===== src/rtl/sdmac_fifo_if.sv =====
// Bus bundle between the input datapath / DMA control and the sdmac_fifo.
// Optional watermark signals appear only when SDMAC_FIFO_WATERMARK_EN is defined.
interface sdmac_fifo_if #(
  parameter int DEPTH_LOG2 = 3
);
  logic                  FIFO_CLR;
  logic [31:0]           MID;
  logic                  WR_LONG;
  logic                  WR_BYTE;
  logic                  FLUSH;
  logic                  RD;
  logic [31:0]           FIFO_OD;
  logic [1:0]            BO;
  logic                  EMPTY;
  logic                  FULL;
  logic [DEPTH_LOG2:0]   COUNT;
  logic                  OVF;
  logic                  UNF;
`ifdef SDMAC_FIFO_WATERMARK_EN
  logic [DEPTH_LOG2:0]   WMARK;
  logic                  WM_HIT;

  modport master (
    output FIFO_CLR, MID, WR_LONG, WR_BYTE, FLUSH, RD, WMARK,
    input  FIFO_OD, BO, EMPTY, FULL, COUNT, OVF, UNF, WM_HIT
  );
  modport slave (
    input  FIFO_CLR, MID, WR_LONG, WR_BYTE, FLUSH, RD, WMARK,
    output FIFO_OD, BO, EMPTY, FULL, COUNT, OVF, UNF, WM_HIT
  );
`else
  modport master (
    output FIFO_CLR, MID, WR_LONG, WR_BYTE, FLUSH, RD,
    input  FIFO_OD, BO, EMPTY, FULL, COUNT, OVF, UNF
  );
  modport slave (
    input  FIFO_CLR, MID, WR_LONG, WR_BYTE, FLUSH, RD,
    output FIFO_OD, BO, EMPTY, FULL, COUNT, OVF, UNF
  );
`endif
endinterface


===== src/rtl/sdmac_fifo.sv =====
// 8x32 DMA FIFO with longword writes and big-endian byte-lane staging.
// Optional watermark output is enabled with the SDMAC_FIFO_WATERMARK_EN macro.
module sdmac_fifo #(
  parameter int DEPTH_LOG2 = 3
) (
  input logic        CLK,
  input logic        RST_,
  sdmac_fifo_if.slave bus
);
  localparam int                  DEPTH   = 1 << DEPTH_LOG2;
  localparam logic [DEPTH_LOG2:0] DEPTH_C = (DEPTH_LOG2+1)'(DEPTH);

  logic [31:0]           ram [DEPTH];
  logic [DEPTH_LOG2-1:0] wptr;
  logic [DEPTH_LOG2-1:0] rptr;
  logic [DEPTH_LOG2:0]   count;
  logic [DEPTH_LOG2:0]   count_next;
  logic [1:0]            bo;
  logic [1:0]            bo_next;
  logic [31:0]           staging;
  logic [31:0]           staging_next;
  logic [31:0]           assembled;
  logic [31:0]           commit_data;
  logic [31:0]           fifo_od;
  logic                  commit;
  logic                  ovf;
  logic                  ovf_set;
  logic                  unf;
  logic                  rd_ok;
  logic                  full;
  logic                  empty;

  assign full  = (count == DEPTH_C);
  assign empty = (count == '0);

  // Full is judged before any same-cycle pop, so a commit never lands in a slot freed this cycle.
  always_comb begin
    commit       = 1'b0;
    commit_data  = bus.MID;
    ovf_set      = 1'b0;
    staging_next = staging;
    bo_next      = bo;
    assembled    = staging;
    case (bo)
      2'd0:    assembled[31:24] = bus.MID[7:0];
      2'd1:    assembled[23:16] = bus.MID[7:0];
      2'd2:    assembled[15:8]  = bus.MID[7:0];
      default: assembled[7:0]   = bus.MID[7:0];
    endcase

    if (bus.WR_LONG) begin
      // Any partial staging is abandoned when a longword arrives.
      staging_next = '0;
      bo_next      = 2'd0;
      if (!full) begin
        commit      = 1'b1;
        commit_data = bus.MID;
      end else begin
        ovf_set = 1'b1;
      end
    end else if (bus.WR_BYTE) begin
      if (bo != 2'd3) begin
        staging_next = assembled;
        bo_next      = bo + 2'd1;
      end else if (!full) begin
        commit       = 1'b1;
        commit_data  = assembled;
        staging_next = '0;
        bo_next      = 2'd0;
      end else begin
        ovf_set = 1'b1;
      end
    end else if (bus.FLUSH && (bo != 2'd0)) begin
      if (!full) begin
        commit       = 1'b1;
        commit_data  = staging;
        staging_next = '0;
        bo_next      = 2'd0;
      end else begin
        ovf_set = 1'b1;
      end
    end
  end

  assign rd_ok      = bus.RD && !empty;
  assign count_next = count + {{DEPTH_LOG2{1'b0}}, commit} - {{DEPTH_LOG2{1'b0}}, rd_ok};

  always_ff @(posedge CLK or negedge RST_) begin
    if (!RST_) begin
      wptr    <= '0;
      rptr    <= '0;
      count   <= '0;
      bo      <= 2'd0;
      staging <= '0;
      fifo_od <= '0;
      ovf     <= 1'b0;
      unf     <= 1'b0;
    end else if (bus.FIFO_CLR) begin
      wptr    <= '0;
      rptr    <= '0;
      count   <= '0;
      bo      <= 2'd0;
      staging <= '0;
      fifo_od <= '0;
      ovf     <= 1'b0;
      unf     <= 1'b0;
    end else begin
      count   <= count_next;
      bo      <= bo_next;
      staging <= staging_next;
      if (commit) wptr <= wptr + 1'b1;
      if (rd_ok) begin
        fifo_od <= ram[rptr];
        rptr    <= rptr + 1'b1;
      end
      if (ovf_set) ovf <= 1'b1;
      if (bus.RD && empty) unf <= 1'b1;
    end
  end

  // Storage has no reset; FIFO_CLR and RST_ only move pointers.
  always_ff @(posedge CLK) begin
    if (RST_ && !bus.FIFO_CLR && commit) ram[wptr] <= commit_data;
  end

`ifdef SDMAC_FIFO_WATERMARK_EN
  logic wm_hit;
  always_ff @(posedge CLK or negedge RST_) begin
    if (!RST_)             wm_hit <= 1'b0;
    else if (bus.FIFO_CLR) wm_hit <= 1'b0;
    else                   wm_hit <= (count_next >= bus.WMARK);
  end
  assign bus.WM_HIT = wm_hit;
`endif

  assign bus.FIFO_OD = fifo_od;
  assign bus.BO      = bo;
  assign bus.EMPTY   = empty;
  assign bus.FULL    = full;
  assign bus.COUNT   = count;
  assign bus.OVF     = ovf;
  assign bus.UNF     = unf;
endmodule


===== src/flat_wrapper.sv =====
// flat-port wrapper written by rule: the top's interface ports become plain ports
module sdmac_fifo_flat 
#(
  parameter int DEPTH_LOG2 = 3
)
  (CLK, RST_, bus_FIFO_CLR, bus_MID, bus_WR_LONG, bus_WR_BYTE, bus_FLUSH, bus_RD, bus_FIFO_OD, bus_BO, bus_EMPTY, bus_FULL, bus_COUNT, bus_OVF, bus_UNF);
  sdmac_fifo_if #(.DEPTH_LOG2(DEPTH_LOG2)) bus_i ();
  input logic CLK;
  input logic RST_;
  input wire logic [$bits(bus_i.FIFO_CLR)-1:0] bus_FIFO_CLR;
  input wire logic [$bits(bus_i.MID)-1:0] bus_MID;
  input wire logic [$bits(bus_i.WR_LONG)-1:0] bus_WR_LONG;
  input wire logic [$bits(bus_i.WR_BYTE)-1:0] bus_WR_BYTE;
  input wire logic [$bits(bus_i.FLUSH)-1:0] bus_FLUSH;
  input wire logic [$bits(bus_i.RD)-1:0] bus_RD;
  output wire logic [$bits(bus_i.FIFO_OD)-1:0] bus_FIFO_OD;
  output wire logic [$bits(bus_i.BO)-1:0] bus_BO;
  output wire logic [$bits(bus_i.EMPTY)-1:0] bus_EMPTY;
  output wire logic [$bits(bus_i.FULL)-1:0] bus_FULL;
  output wire logic [$bits(bus_i.COUNT)-1:0] bus_COUNT;
  output wire logic [$bits(bus_i.OVF)-1:0] bus_OVF;
  output wire logic [$bits(bus_i.UNF)-1:0] bus_UNF;
  assign bus_i.FIFO_CLR = bus_FIFO_CLR;
  assign bus_i.MID = bus_MID;
  assign bus_i.WR_LONG = bus_WR_LONG;
  assign bus_i.WR_BYTE = bus_WR_BYTE;
  assign bus_i.FLUSH = bus_FLUSH;
  assign bus_i.RD = bus_RD;
  assign bus_FIFO_OD = bus_i.FIFO_OD;
  assign bus_BO = bus_i.BO;
  assign bus_EMPTY = bus_i.EMPTY;
  assign bus_FULL = bus_i.FULL;
  assign bus_COUNT = bus_i.COUNT;
  assign bus_OVF = bus_i.OVF;
  assign bus_UNF = bus_i.UNF;
  sdmac_fifo #(.DEPTH_LOG2(DEPTH_LOG2)) u_core (.CLK(CLK), .RST_(RST_), .bus(bus_i));
endmodule

===== config.mk =====
export PLATFORM = sky130hd
export DESIGN_NAME = sdmac_fifo_flat
export DESIGN_NICKNAME = d
export VERILOG_FILES = /design/src/rtl/sdmac_fifo_if.sv /design/src/rtl/sdmac_fifo.sv /design/src/flat_wrapper.sv
export SDC_FILE = /design/constraint.sdc
export NUM_CORES = 1
export LEC_CHECK = 0
export ABC_AREA = 1
export CORE_AREA = 2 2 182 184
export DETAILED_ROUTE_END_ITERATION = 12
export DIE_AREA = 0 0 184 186
export PLACE_DENSITY_LB_ADDON = 0.3
export SLEW_MARGIN = 25
export SYNTH_ARGS = -nofsm -noshare
export SYNTH_HDL_FRONTEND = slang
export SYNTH_SLANG_ARGS = --single-unit

===== constraint.sdc =====
create_clock -name CLK -period 3.3 [get_ports CLK]
set_input_delay 0.66 -clock CLK [delete_from_list [all_inputs] [get_ports CLK]]
set_output_delay 0.66 -clock CLK [all_outputs]
set_load 0.03 [all_outputs]

After elaboration in Yosys (flattened, before gate mapping). Memories as Yosys holds them, arrays and structs flattened. Index checks and enable logic that the tools add are counted.

Flip-flop bits (word level): 78. Memory bits (writable): 256. Input bits: 39. Output and inout bits: 42. Logic and storage cells: 79. Memories: 1.

Add/subtract/negate cells: 5. Eq/ne operators: 4. Mux-type cells: 45. Reduce and logical (&&, ||, !) cells: 16.

Memories: u_core.ram (words 8, bits a word 32, rd ports 1, clocked after memory_dff 0, write ports 1, line sdmac_fifo.sv:13) `logic [31:0] ram [DEPTH];`.

Operators with widths (number): 32-bit two-way mux (14); 8-bit two-way mux (4); 1-bit two-way mux (16); 2-bit two-way mux (6); 3-bit two-way mux (4); 2-bit nonzero test (5); 3-bit by 1-bit adder with 3-bit output, second input constant (2); 1-bit logical AND (5); 4-bit by 1-bit adder with 4-bit output (1); 4-bit equality test, second input constant (1); 4-bit zero test (1); 4-bit two-way mux (1); 4-bit nonzero test (1); 4-bit by 1-bit subtractor with 4-bit output (1); 3-bit OR reduction (1); 2-bit by 1-bit adder with 2-bit output, second input constant (1); 2-bit by 1-bit equality test with 1-bit output, second input constant (1); 2-bit equality test, second input constant (1); 1-bit zero test (2); 2-bit zero test (1); 2-bit != test, second input constant (1).

Longest topological paths before layout. Gate-level depths: netlist of the first run.

Word-level depth: 8. Gate-level depth with buffers: 15. Gate-level depth less buffers: 15.

Worst setup path before layout of the first run. OpenSTA, ideal clock, no wires.

Path type: register -> register. Start point: register u_core.bo[0], in the netlist u_core.bus.BO[0]. End point: memory u_core.ram[0][0], enable pin. Library setup time: 0.421 ns. Arrival time: 2.888 ns. Required time: 2.879 ns. Setup slack: -0.010 ns. Cell stages (with the launch flop): 10. Buffers on the path: 0. Clock period less this slack: 3.310 ns. Cell sequence: dfrtp_1 > inv_1 > ha_1 > inv_2 > nand2_1 > nand2_1 > nand2_1 > nand2_2 > nand4_2 > nor2_1.

Cells in the longest elaborated chain, start to end: 8. Elaborated cells between the ends (all ways): 10. Classes of those cells: eq/ne (1); mux (6); reduce/logical (3).

RTL lines: start, declared (line sdmac_fifo.sv:18) `logic [1:0] bo;`; start signal, assigned (line sdmac_fifo.sv:109) `bo <= bo_next;`; 2-bit nonzero test (line sdmac_fifo.sv:73) `end else if (bus.FLUSH && (bo != 2'd0)) begin`; 1-bit logical AND (line sdmac_fifo.sv:73); 1-bit two-way mux (line sdmac_fifo.sv:73); 1-bit two-way mux * (line sdmac_fifo.sv:61) `end else if (bus.WR_BYTE) begin`; 1-bit two-way mux * (line sdmac_fifo.sv:51) `if (bus.WR_LONG) begin`; 1-bit logical AND * (line sdmac_fifo.sv:123) `if (RST_ && !bus.FIFO_CLR && commit) ram[wptr] <= commit_data;`; 1-bit two-way mux * (line sdmac_fifo.sv:123); 1-bit two-way mux (not written as such) * (line sdmac_fifo.sv:123); end, declared (line sdmac_fifo.sv:13).

Mark *: on every way between the ends. The rest lies on a longest branch, timed or not.

Worst setup path in the final report of the first run.
Start point: register u_core.count[2], in the netlist u_core.bus.COUNT[2]. End point: output port bus_FULL.

Cells in the longest elaborated chain, start to end: 1.

RTL lines: start, declared (line sdmac_fifo.sv:16) `logic [DEPTH_LOG2:0] count;`; start signal, assigned (line sdmac_fifo.sv:108) `count <= count_next;`; 4-bit equality test (line sdmac_fifo.sv:33) `assign full = (count == DEPTH_C);`; end, declared (line flat_wrapper.sv:19) `output wire logic [$bits(bus_i.FULL)-1:0] bus_FULL;`.

No other way between the ends.

==> results.txt, run 1 <==
Post-Synthesis Cells -> 1668
Number of max-cap violations -> 0
Final Hold Viols -> 0
Clock Skew -> 0.0180 ns
Critical path required time -> 2.64 ns
Routed WL -> 38900 um
Core ar. -> 0.0322 mm2
CP peak stage delay -> 0.68 ns
Root Buffer -> clkbuf_16
Critical setup path kind -> reg -> out
Netlist cell types -> 27
PostCTS Resize Cnt -> 0
Sum of buffers and inverters on the critical path -> 3
Number of port buffers -> 80
RSZ-0062 raised after global routing -> false
Clock slew seen by the registers of the worst setup and hold paths -> 0.06 ns
Non-Filler Instances -> 2160
Mapped cell area -> 0.0156 mm2
Max FO, Critical Path -> 3
Max Fclk -> 371 MHz
Hold_buf cts -> 0
Die X -> 184 um
1st-pass router iterations -> 5
Initial Util -> 48.4%
First-pass GRT wire length -> 60600 um
Ports -> 81
Setup slack, reg-to-reg -> 0.82 ns
Post-DR vias/cell -> 5.34
Period utilization -> 81.7%
CP Launch Type -> flop
Slew Limit Fails -> 0
Largest net degree at the start of global routing -> 102
Fin crit period -> 2.70 ns
DPL Wire Length -> 22400 um
P_leak -> 7.94 nW
Most common cell type on the critical path -> inv_1
Vias -> 11500
Area leader, netlist -> edfxtp_1
Die height -> 186 um
Count of nets after finishing -> 1779
Layout cells sized above 1 -> 8.22%
Worst Max-Slew Pin Slew -> 0.798 ns
Setup bufs post-CTS -> 0
Synth warn -> 0
Syn avg cell area -> 9.35 um2
Synth top area cells -> edfxtp_1, nand2_1, dfrtp_1
DIE AREA -> 0.0342 mm2
Fin Setup TNS -> 0 ns
Post-layout util -> 56.0%
DRC Markers -> 0
Number of diodes -> 0
Crit path max-delay cell type -> clkdlybuf4s50_1
Synth Register Bits -> 334
Vias in the first global route -> 10900
Initial antenna violation count -> 0
Family with the most delay on the worst path -> buffers and inverters
Max VDD drop -> 400 uV
Outcome -> finished, final reports clean
Total power -> 11.6 mW
CP endpoint kind -> output port
CP arrival -> 2.04 ns
# clock sinks -> 334
Gr ovfl total -> 0
Routability Congestion -> 0.792
Final setup viols -> 0
Critical path cell sequence -> inv_1 -> ha_1 -> nand3_2 -> inv_1 -> clkdlybuf4s50_1
Latest clock arrival within the worst-skew pair -> 0.52 ns
Total Routing Usage GR -> 23.1%
DR iter-0 viols -> 1188
Rows -> 66
Placed cells -> 2096
Hold/Removal Path Class -> in -> async
CTS buffer count -> 36
Slew headroom -> 46.8%
Area Overhead vs Synth -> 15.7%
Power per cell area -> 643 mW/mm2
Post-DR wirelength/cell -> 18.0 um
Max clock buf depth -> 3
CTS tree -> yes
DRT antenna net count -> 0
Share of the yosys chip area belonging to registers -> 61.8%
Post-synth net total -> 1721
Clock H-tree levels -> 2
Post-synth top area share -> 49.3%
-- synth_stat cells --
cell and count:
clkbuf_1 12, xnor2_1 1, nand3_2 1, nand2_1 573, o21ai_0 38, xor2_1 2
nand4_2 1, dfrtp_1 78, inv_2 11, fa_1 1, nand3_1 265, nor2_4 2
and2_1 1, edfxtp_1 256, ha_1 13, buf_6 3, buf_4 6, a21oi_1 3
nand3_4 1, nand2_2 3, buf_1 4, nand4_1 35, inv_1 244, nor2_2 1
buf_2 66, o21ai_2 30, nor2_1 17
-- cells by family (layout without fill, tap and decap cells) --
logic type	Yosys count	count (layout)	share of synthesized area (%)
AO/OA/AOI/OAI	71	71	3.00
XOR/XNOR	3	3	0.169
adder cells (fa/ha/maj)	14	14	1.17
buffers and inverters	346	430	9.15
flip-flops	334	334	61.8
AND/OR/NAND/NOR	900	900	24.7
-- path summary, 6_finish.rpt --
kind / from / to / cells after the start
min in group CLK: u_core.bus.FIFO_OD[7]$_DFFE_PN0P_ / u_core.bus.FIFO_OD[7]$_DFFE_PN0P_ / 2
min: RST_ / u_core.bus.FIFO_OD[30]$_DFFE_PN0P_ / 2
min reg2reg: u_core.bus.FIFO_OD[7]$_DFFE_PN0P_ / u_core.bus.FIFO_OD[7]$_DFFE_PN0P_ / 2
max: u_core.bus.COUNT[2]$_DFF_PN0_ / bus_FULL / 5
max reg2reg: u_core.bus.BO[0]$_DFFE_PN0P_ / u_core.bus.COUNT[2]$_DFF_PN0_ / 14
max in group asynchronous: RST_ / u_core.rptr[0]$_DFFE_PN0P_ / 2
-- layout by cell type, fill, tap and decap left out --
cell type        synthesis  routed
nand3_1                265     265
clkbuf_16                0      37
clkinv_2                 0       6
nand4_1                 35      35
nand2_2                  3       3
clkinv_1                 0       4
inv_6                    0       1
nand2_1                573     573
bufinv_16                0       4
xor2_1                   2       2
clkbuf_8                 0       4
buf_12                   0      10
fa_1                     1       1
o21ai_2                 30      30
and2_1                   1       1
nand4_2                  1       1
o21ai_0                 38      38
inv_1                  244     243
ha_1                    13      13
nor2_4                   2      10
buf_4                    6      22
xnor2_1                  1       1
nand3_2                  1       1
dfrtp_2                  0       1
nor2_2                   1       1
inv_2                   11      11
dfrtp_4                  0       1
dfrtp_1                 78      76
nand3_4                  1       1
edfxtp_1               256     256
clkdlybuf4s50_1          0      79
clkbuf_1                12       9
nor2_1                  17       9
a21oi_1                  3       3
-- worst reg2reg max path: stages, from the launching register on --
cell and delay, ns:
dfrtp_1 0.44, inv_1 0.13, ha_1 0.15, buf_4 0.20, inv_2 0.04, nand2_1 0.08, nand2_1 0.09, nand2_1 0.09
nand2_2 0.10, nand2_1 0.13, inv_1 0.06, ha_1 0.23, fa_1 0.41, xnor2_1 0.16, nor2_1 0.06
-- stage by stage --
stage / setup slack [ns] / hold slack [ns] / instance area, um2
detailed placement: 0.498 / 0.465 / 16900
floorplan: -0.00954 / 0.364 / 15600
global placement: 0.532 / 0.464 / 16900
finish: 0.604 / 0.231 / 18000
CTS: 0.579 / 0.249 / 18000
global route: 0.478 / 0.260 / 18000
-- state kept, by name, indices dropped and copies added, names as in the netlist --
register            flops
u_core.ram            256
u_core.rptr             3
u_core.bus.FIFO_OD     32
u_core.wptr             3
u_core.bus.OVF          1
u_core.bus.COUNT        4
u_core.bus.UNF          1
u_core.staging         32
u_core.bus.BO           2
-- layer usage --
metal	wire length, um	vias to the layer above	track usage (%)
met2	17900	533	36.3
met3	3330	102	3.87
li1	-	5506	-
met1	16500	5399	32.4
met4	1120	0	8.54
met5	0	-	0
-- where the power goes --
group	internal, mW	switching, mW	total [mW]
clock	2.46	1.58	4.04
combinational	0.837	1.79	2.63
sequential	4.78	0.149	4.93
-- layout make-up --
type | count | area, um2
fill | 2744 | 14200
sequential | 334 | 9640
multi-input combinational | 988 | 4590
timing repair buffer | 111 | 1160
clock buffer | 50 | 1010
inverter | 255 | 958
tap | 408 | 510
clock inverter | 14 | 169
No activity file was read; power rests on OpenSTA's default activity.
==> run 2, diff against run 1 <==
- clock period: 3.3 -> 2.77 ns (I/O delays scaled with it)
==> run 2 against run 1 <==
Net effect: total power increased by 20%; sequential share of layout area decreased by 0.44 points; die area unchanged; via count increased by 0.37%; setup slack got worse by 0.36 ns; non-clock buffer count increased by 8; count of clock-buffer cells in the layout decreased by 5; clock skew decreased by 0.00078 ns; largest cell class unchanged; highest routed layer unchanged.
==> results.txt, run 2 (synthesis gave the netlist of run 1 again) <==
Outcome -> finished, final reports clean (unchanged)
DIE AREA -> 0.0342 mm2 (unchanged)
Ports -> 81 (unchanged)
CTS buffer count -> 35 (was 36)
DR iter-0 viols -> 1058 (was 1188)
Worst flop-to-flop path startpoint -> u_core.bus.BO[0]$_DFFE_PN0P_ (unchanged)
Fin Setup TNS -> 0 ns (unchanged)
Routability Congestion -> 0.822 (was 0.792)
Max VDD drop -> 449 uV (was 400 uV)
Layout cells sized above 1 -> 8.70% (was 8.22%)
Max Fclk -> 396 MHz
Worst reg2reg path endpoint -> u_core.bus.COUNT[2]$_DFF_PN0_ (unchanged)
Die X -> 184 um (unchanged)
Die height -> 186 um (unchanged)
Number of port buffers -> 80 (unchanged)
Core ar. -> 0.0322 mm2 (unchanged)
Setup slack, reg-to-reg -> 0.43 ns (was 0.82 ns)
Post-DR vias/cell -> 5.35 (was 5.34)
Most frequent cells in the layout -> nand2_1, nand3_1, edfxtp_1 (unchanged)
PostCTS Resize Cnt -> 0 (unchanged)
Area Overhead vs Synth -> 16.6% (was 15.7%)
Sum of buffers and inverters on the critical path -> 3 (unchanged)
Max clock buf depth -> 3 (unchanged)
Cell count along the critical path -> 5 (unchanged)
# clock sinks -> 334 (unchanged)
Biggest register -> u_core.ram (unchanged)
Critical Path End -> bus_EMPTY (was bus_FULL)
CP arrival -> 1.97 ns (was 2.04 ns)
Slew Limit Fails -> 0 (unchanged)
Routed wl met3 -> 3030 um (was 3330 um)
Met2 WL post-DR -> 18100 um (was 17900 um)
Latest clock arrival within the worst-skew pair -> 0.51 ns (was 0.52 ns)
Max FO, Critical Path -> 3 (unchanged)
1st-pass router iterations -> 6 (was 5)
Final setup viols -> 0 (unchanged)
Placed cells -> 2103 (was 2096)
RSZ-0062 raised after global routing -> false (unchanged)
Family with the most delay on the worst path -> buffers and inverters (unchanged)
Most common cell type on the critical path -> inv_1 (unchanged)
Number of diodes -> 0 (unchanged)
Routed WL -> 38800 um (was 38900 um)
CTS tree -> yes (unchanged)
Max layer used -> met4 (unchanged)
Worst Max-Slew Pin Slew -> 0.859 ns (was 0.798 ns)
Crit path max-delay cell type -> clkdlybuf4s50_1 (unchanged)
Vias in the first global route -> 10900 (about the same)
Number of max-cap violations -> 0 (unchanged)
Vias -> 11600 (was 11500)
Max FFs per register -> 256 (unchanged)
CP endpoint kind -> output port (unchanged)
Final Hold Viols -> 0 (unchanged)
Initial Util -> 48.4% (unchanged)
Clock Skew -> 0.0172 ns (was 0.0180 ns)
Critical setup path kind -> reg -> out (unchanged)
CP peak stage delay -> 0.66 ns (was 0.68 ns)
CP Launch Type -> flop (unchanged)
Period utilization -> 91.3%
Rows -> 66 (unchanged)
Hold_buf cts -> 1 (was 0)
Count of nets after finishing -> 1786 (was 1779)
Clock slew seen by the registers of the worst setup and hold paths -> 0.06 ns (about the same)
Hold/Removal Path Class -> reg -> reg (was in -> async)
Fin crit period -> 2.53 ns
First-pass GRT wire length -> 60200 um (was 60600 um)
Initial antenna violation count -> 0 (unchanged)
Largest net degree at the start of global routing -> 99 (was 102)
Critical path required time -> 2.22 ns (was 2.64 ns)
Launch point of the worst path -> u_core.bus.COUNT[2]$_DFF_PN0_ (unchanged)
Routed met1 length -> 16600 um (was 16500 um)
R2r worst-path depth -> 13 (was 14)
Post-DR wirelength/cell -> 17.9 um (was 18.0 um)
Critical path cell sequence -> inv_1 -> ha_1 -> nand3_1 -> inv_1 -> clkdlybuf4s50_1 (was inv_1 -> ha_1 -> nand3_2 -> inv_1 -> clkdlybuf4s50_1)
Setup bufs post-CTS -> 0 (unchanged)
DRT antenna net count -> 0 (unchanged)
Slew headroom -> 42.7% (was 46.8%)
P_leak -> 8.01 nW (was 7.94 nW)
DPL Wire Length -> 22500 um (was 22400 um)
Power per cell area -> 766 mW/mm2 (was 643 mW/mm2)
Total Routing Usage GR -> 23.0% (was 23.1%)
DRC Markers -> 0 (unchanged)
Gr ovfl total -> 0 (unchanged)
Root Buffer -> clkbuf_16 (unchanged)
Non-Filler Instances -> 2167 (was 2160)
Clock H-tree levels -> 2 (unchanged)
Commonest non-fill, non-tap cell in the layout -> nand2_1 (unchanged)
run 2: cell count changes in the layout (fill, tap and decap cells not counted), sizes merged:
| cell | before | now |
|---|---|---|
| clkinvlp | 0 | 2 |
| clkdlybuf4s50 | 79 | 78 |
| clkbuf | 50 | 45 |
| buf | 32 | 40 |
| bufinv | 4 | 6 |
| dlygate4sd3 | 0 | 1 |
| inv | 255 | 254 |
| clkinv | 10 | 11 |
run 2: final cells by class:
| cell class | count | area (um2) |
|---|---|---|
| tap | 408 | 510 |
| clock buffer | 45 | 966 |
| clock inverter | 18 | 244 |
| fill | 2713 | 14000 |
| inverter | 255 | 958 |
| sequential | 334 | 9640 |
| timing repair buffer | 119 | 1280 |
| multi-input combinational | 988 | 4590 |
run 2: stage by stage:
| step | setup slack (ns) | utilization (%) | hold WS (ns) | area [um2] | power, mW |
|---|---|---|---|---|---|
| 2_1_floorplan | -0.119 | - | 0.258 | 15600 | 8.06 |
| 3_3_place_gp | 0.151 | 52.7 | 0.463 | 17000 | 9.06 |
| 3_5_place_dp | 0.111 | 52.7 | 0.463 | 17000 | 9.12 |
| 4_1_cts | 0.217 | 56.5 | 0.471 | 18200 | 14.0 |
| 5_1_grt | 0.114 | 56.5 | 0.485 | 18200 | 14.6 |
| 6_report | 0.242 | 56.5 | 0.474 | 18200 | 13.9 |
run 2: worst register-to-register path: stages (launching register included):
cell	delay, ns
dfrtp_1	0.45
inv_1	0.14
ha_1	0.19
inv_2	0.03
nand2_1	0.08
nand2_1	0.09
nand2_1	0.08
nand2_2	0.11
nand2_1	0.14
inv_1	0.06
ha_1	0.23
fa_1	0.41
xnor2_1	0.17
nor2_1	0.06
run 2: report_power, final:
| group | switching, mW | internal, mW | total (mW) |
|---|---|---|---|
| logic | 2.12 | 1.03 | 3.15 |
| clock network | 1.87 | 3.03 | 4.90 |
| registers | 0.183 | 5.70 | 5.88 |
run 2: how the worst min path moves through the flow:
stage	start	endpoint	slack [ns]	depth (start not counted)
2_1_floorplan	RST_	u_core.bus.BO[0]$_DFFE_PN0P_	0.26	0
3_3_place_gp	RST_	u_core.staging[13]$_DFFE_PN0P_	0.46	1
3_5_place_dp	RST_	u_core.staging[13]$_DFFE_PN0P_	0.46	1
4_1_cts	RST_	u_core.staging[15]$_DFFE_PN0P_	0.47	2
5_1_grt	RST_	u_core.staging[13]$_DFFE_PN0P_	0.48	2
6_report	u_core.bus.FIFO_OD[12]$_DFFE_PN0P_	u_core.bus.FIFO_OD[12]$_DFFE_PN0P_	0.47	2
run 2: per-layer routing:
layer | global-route usage (%) | up-vias
met5 | 0 | -
met4 | 7.94 | 0
met3 | 4.38 | 93
met2 | 36.6 | 469
met1 | 31.8 | 5496
li1 | - | 5525
